`config.mk`:
```
export PLATFORM = sky130hd
export DESIGN_NAME = serial_adder
export DESIGN_NICKNAME = d
export VERILOG_FILES = /design/src/rtl/serial_adder_pkg.sv /design/src/rtl/serial_adder_fa.sv /design/src/rtl/serial_adder.sv
export SDC_FILE = /design/constraint.sdc
export NUM_CORES = 1
export LEC_CHECK = 0
export ABC_AREA = 1
export BUFFER_PORTS_ARGS = -buffer_cell sky130_fd_sc_hd__buf_2
export CORE_MARGIN = 8
export CORE_UTILIZATION = 25
export CTS_CLUSTER_DIAMETER = 50
export DETAILED_ROUTE_END_ITERATION = 8
export GPL_TIMING_DRIVEN = 0
export PLACE_DENSITY = 0.53
export SYNTH_ARGS = -nofsm -noshare
export SYNTH_HDL_FRONTEND = slang
export SYNTH_SLANG_ARGS = --single-unit
```
`constraint.sdc`:
```
create_clock -name CLK -period 5.74 [get_ports CLK]
set_input_delay 1.435 -clock CLK [delete_from_list [all_inputs] [get_ports CLK]]
set_output_delay 1.435 -clock CLK [all_outputs]
set_load 0.01 [all_outputs]
```
`src/rtl/serial_adder_pkg.sv`:
```
// Shared constants for the bit-serial add/subtract unit: default width,
// its top bit index, and the controller state encodings.
package serial_adder_pkg;

  localparam int SA_WIDTH   = 32;
  localparam int SA_IDX_MAX = SA_WIDTH - 1;

  localparam logic [1:0] ST_IDLE = 2'd0;
  localparam logic [1:0] ST_RUN  = 2'd1;
  localparam logic [1:0] ST_DONE = 2'd2;

endpackage

```
`src/rtl/serial_adder_fa.sv`:
```
// Single-bit full adder built from two half adders and an OR of their carries.
// The half adder lives here because it is only ever used by this cell.
module half_adder (
  input  logic a_i,
  input  logic b_i,
  output logic s_o,
  output logic c_o
);
  assign s_o = a_i ^ b_i;
  assign c_o = a_i & b_i;
endmodule

module full_adder_1bit (
  input  logic A,
  input  logic B,
  input  logic CI,
  output logic S,
  output logic CO
);
  logic s0_s;
  logic c0_s;
  logic c1_s;

  half_adder u_ha0 (
    .a_i (A),
    .b_i (B),
    .s_o (s0_s),
    .c_o (c0_s)
  );

  half_adder u_ha1 (
    .a_i (s0_s),
    .b_i (CI),
    .s_o (S),
    .c_o (c1_s)
  );

  assign CO = c0_s | c1_s;
endmodule

```
`src/rtl/serial_adder.sv`:
```
// Bit-serial adder/subtractor: one full-adder step per clock, LSB first.
// Result and flags land together with a one-cycle DONE pulse.
module serial_adder
  import serial_adder_pkg::*;
#(
  parameter int DATA_WIDTH = SA_WIDTH
) (
  input  logic                  CLK,
  input  logic                  RST,
  input  logic                  START,
  input  logic                  SUB,
  input  logic [DATA_WIDTH-1:0] A,
  input  logic [DATA_WIDTH-1:0] B,
  output logic                  BUSY,
  output logic                  DONE,
  output logic [DATA_WIDTH-1:0] Y,
  output logic                  CO,
  output logic                  OVF
);
  localparam int CNT_W = $clog2(DATA_WIDTH);
  localparam logic [CNT_W-1:0] CNT_LAST = CNT_W'(DATA_WIDTH - 1);

  logic [1:0]            state_q, state_d;
  logic [DATA_WIDTH-1:0] sa_q, sa_d;
  logic [DATA_WIDTH-1:0] sb_q, sb_d;
  logic [DATA_WIDTH-1:0] r_q, r_d;
  logic [DATA_WIDTH-1:0] y_q, y_d;
  logic [CNT_W-1:0]      cnt_q, cnt_d;
  logic                  carry_q, carry_d;
  logic                  co_q, co_d;
  logic                  ovf_q, ovf_d;
  logic                  busy_q, busy_d;
  logic                  done_q, done_d;
  logic                  fa_s;
  logic                  fa_co;
  logic [DATA_WIDTH-1:0] r_shift_s;

  full_adder_1bit u_fa (
    .A  (sa_q[0]),
    .B  (sb_q[0]),
    .CI (carry_q),
    .S  (fa_s),
    .CO (fa_co)
  );

  assign r_shift_s = {fa_s, r_q[DATA_WIDTH-1:1]};

  always_comb begin
    state_d = state_q;
    sa_d    = sa_q;
    sb_d    = sb_q;
    r_d     = r_q;
    y_d     = y_q;
    cnt_d   = cnt_q;
    carry_d = carry_q;
    co_d    = co_q;
    ovf_d   = ovf_q;
    case (state_q)
      ST_IDLE: begin
        if (START) begin
          sa_d    = A;
          sb_d    = B ^ {DATA_WIDTH{SUB}};
          carry_d = SUB;
          r_d     = '0;
          cnt_d   = '0;
          state_d = ST_RUN;
        end else begin
          state_d = ST_IDLE;
        end
      end
      ST_RUN: begin
        r_d     = r_shift_s;
        sa_d    = {1'b0, sa_q[DATA_WIDTH-1:1]};
        sb_d    = {1'b0, sb_q[DATA_WIDTH-1:1]};
        carry_d = fa_co;
        cnt_d   = cnt_q + CNT_W'(1);
        // MSB step: the carry-in here is the carry into the sign bit.
        if (cnt_q == CNT_LAST) begin
          y_d     = r_shift_s;
          co_d    = fa_co;
          ovf_d   = carry_q ^ fa_co;
          state_d = ST_DONE;
        end else begin
          state_d = ST_RUN;
        end
      end
      ST_DONE: state_d = ST_IDLE;
      default: state_d = ST_IDLE;
    endcase
    busy_d = (state_d != ST_IDLE);
    done_d = (state_d == ST_DONE);
  end

  always_ff @(posedge CLK or posedge RST) begin
    if (RST) begin
      state_q <= ST_IDLE;
      sa_q    <= '0;
      sb_q    <= '0;
      r_q     <= '0;
      y_q     <= '0;
      cnt_q   <= '0;
      carry_q <= 1'b0;
      co_q    <= 1'b0;
      ovf_q   <= 1'b0;
      busy_q  <= 1'b0;
      done_q  <= 1'b0;
    end else begin
      state_q <= state_d;
      sa_q    <= sa_d;
      sb_q    <= sb_d;
      r_q     <= r_d;
      y_q     <= y_d;
      cnt_q   <= cnt_d;
      carry_q <= carry_d;
      co_q    <= co_d;
      ovf_q   <= ovf_d;
      busy_q  <= busy_d;
      done_q  <= done_d;
    end
  end

  assign BUSY = busy_q;
  assign DONE = done_q;
  assign Y    = y_q;
  assign CO   = co_q;
  assign OVF  = ovf_q;
endmodule

```
==> impl_metrics.py <==
metrics = {
    "outcome": {
        "status": "complete, no violations",
    },
    "clock_network": {
        "cts_made_buffers": 17,
        "cts_resized": 0,
        "cts_buffer_depth": 2,
        "htreeDepth": 4,
        "cts_setup_buffers": 0,
        "hold_buffers": 0,
        "clkTransAtPathRegs_ps": 60,
        "clock_insertion_delay_worst_skew_ps": 410,
        "cts_tree": "done",
        "clock_sinks": 139,
        "clk_root_buffer_cell": "clkbuf_16",
    },
    "floorplanning": {
        "core_area_sq_mm": 0.0242,
        "initial_utilization": 0.254,
        "dieArea_sq_mm": 0.0299,
        "die_y_um": 173,
        "boundaryPins": 104,
        "rows": 57,
        "die_w_um": 173,
    },
    "synth": {
        "syn-num-nets": 812,
        "yosys_warnings": 0,
        "synth_cells": 741,
        "ys_types": 22,
        "avgSynthCellArea_sq_um": 8.31,
        "synth_seq_cells": 139,
        "synth.yosys.seq_area_share": 0.565,
        "syn_area_sq_mm": 0.00615,
    },
    "setup_path": {
        "max_stage_delay_ps": 410,
        "worstPathMaxFanout": 2,
        "required_ps": 4300,
        "crit_chain": "buf_2",
        "critPathBufInv": 1,
        "arrival_ps": 970,
        "startpoint": "CO",
        "cp_top_family": "flip-flops",
        "worst_setup_path_end_kind": "output pin",
        "cpMaxStageDelayCell": "dfrtp_1",
        "criticalPathCategory": "reg -> out",
        "r2r-start": "cnt_q[0]",
        "cp-start-kind": "flip-flop",
    },
    "layout": {
        "antenna_cells": 0,
        "area_growth_pct": 24.6,
        "finalNetCount": 934,
        "final_cell_area_sq_mm": 0.00767,
        "drive_above_1_share": 0.209,
    },
    "timing": {
        "fin_ws_ps": 3340,
        "rsz0062_at_grt": "false",
        "finalCriticalPeriod_ps": 2400,
        "slew_viol_final": 0,
        "setup_viol": 0,
        "finClkSkew_ps": 7.68,
        "fin_tns_setup_ps": 0,
        "fmax_mhz": 417,
        "slew_headroom": 0.636,
        "worst_slew_pin_slew_ps": 547,
        "post-route-period-util": 0.418,
        "hold_violations": 0,
    },
    "grt": {
        "overflow": 0,
        "first_global_vias": 5149,
        "antenna_found_initial": 0,
        "grt_max_degree": 94,
        "grt_pass1_wl_um": 26300,
        "grt.total_usage": 0.107,
    },
    "flow_run": {
        "maxCapViolCount": 0,
    },
    "drt": {
        "drcViolationCount": 0,
        "num_vias": 5162,
        "antenna_left": 0,
        "drtPass1Iterations": 4,
        "drt_iter0_markers": 336,
        "wirelength_um": 15900,
        "vias_per_cell": 4.30,
        "wl_per_cell_um": 13.2,
    },
    "placed_design": {
        "gp_congestion": 0.727,
        "post_dp_cell_area_sq_mm": 0.00710,
        "port_buffers": 102,
        "pre_cts_ws_ps": 3190,
        "hpwl_um": 11300,
    },
    "pwr": {
        "total_leakage_power_nw": 3.96,
        "ir_worst_vdd_mv": 0.159,
        "power.density_mw_per_mm2": 498,
    },
    "hold_path": {
        "min_from": "Y[4]",
        "holdCritPathClass": "reg -> reg",
    },
}
-- area by class of cell --
cell class	count	area, sq um
flip-flops and latches	139	3480
multi-input cells	481	2160
clock buffers	18	439
plain buffers	48	241
clock inverters	14	125
repair buffers	103	538
well taps	324	405
fillers	2661	16600
inverters	73	279
-- per-layer routing --
layer / global-route usage / wire length (um) / up-vias
met1: 0.145 / 7900 / 2435
met2: 0.164 / 7160 / 97
met3: 0.0344 / 724 / 4
li1: - / - / 2626
met4: 0.0248 / 72 / 0
met5: 0 / 0 / -
-- worst paths after layout --
path,endpoint,slack [ps],cells past startpoint
max in group asynchronous,sb_q[30],3870,3
worst min-delay path,Y[4],480,2
worst min register to register,Y[4],480,2
min in group asynchronous,BUSY,1050,2
worst max register to register,Y[24],4030,8
worst max-delay path,CO,3340,1
-- metrics by stage --
| stage | std cells | util | total power, W | hold slack (ps) |
|---|---|---|---|---|
| floorplan | 741 | - | 0.00241 | 466 |
| global placement | 1167 | 0.292 | 0.00279 | 467 |
| detailed placement | 1168 | 0.293 | 0.00282 | 473 |
| CTS | 1200 | 0.316 | 0.00388 | 488 |
| global route | 1200 | 0.316 | 0.00413 | 507 |
| finish | 1200 | 0.316 | 0.00382 | 482 |
-- cell families after synthesis --
| logic type | share of synthesized area |
|---|---|
| AND/OR/NAND/NOR | 0.279 |
| flip-flops | 0.565 |
| buffers and inverters | 0.0838 |
| AO/OA/AOI/OAI | 0.0624 |
| adder cells (fa/ha/maj) | 0.00732 |
| XOR/XNOR | 0.00285 |
-- power breakdown --
group          total (W)  internal (W)  switching (W)
clock network    0.00104      0.000582       0.000457
registers        0.00161       0.00140       0.000211
logic            0.00116      0.000462       0.000702
total            0.00382       0.00245        0.00137
-- flip-flops by register name, summed over array words and instances (netlist names), 2 cells and up --
register  flops
r_q          31
state_q       2
sa_q         32
sb_q         32
Y            32
cnt_q         5
-- cell usage in the layout (no fill, tap or decap), drive strengths merged --
cell,count
clkbuf,24
nand2,266
or2,1
nor2,4
clkinvlp,1
xnor2,1
inv,81
a21oi,1
dfrtp,139
fa,1
nand3,135
nand4,1
ha,2
o22ai,31
o21ai,37
clkinv,5
xor2,1
buf,145
-- cell usage after synthesis --
master,number,area [sq um]
xor2_1,1,8.76
nand2_1,264,991
o22ai_1,31,194
inv_2,3,11.3
clkbuf_1,6,22.5
o21ai_1,34,170
ha_1,2,25.0
inv_1,70,263
buf_1,1,3.75
nor2_1,3,11.3
xnor2_1,1,8.76
o21ai_0,3,15.0
a21oi_1,1,5.00
buf_2,37,185
dfrtp_1,139,3480
nand2_2,2,12.5
buf_4,4,30.0
nand4_1,1,6.26
fa_1,1,20.0
nand3_1,135,676
nor2_4,1,11.3
or2_1,1,6.26
Note: power is estimated with default switching activity, not from simulation.
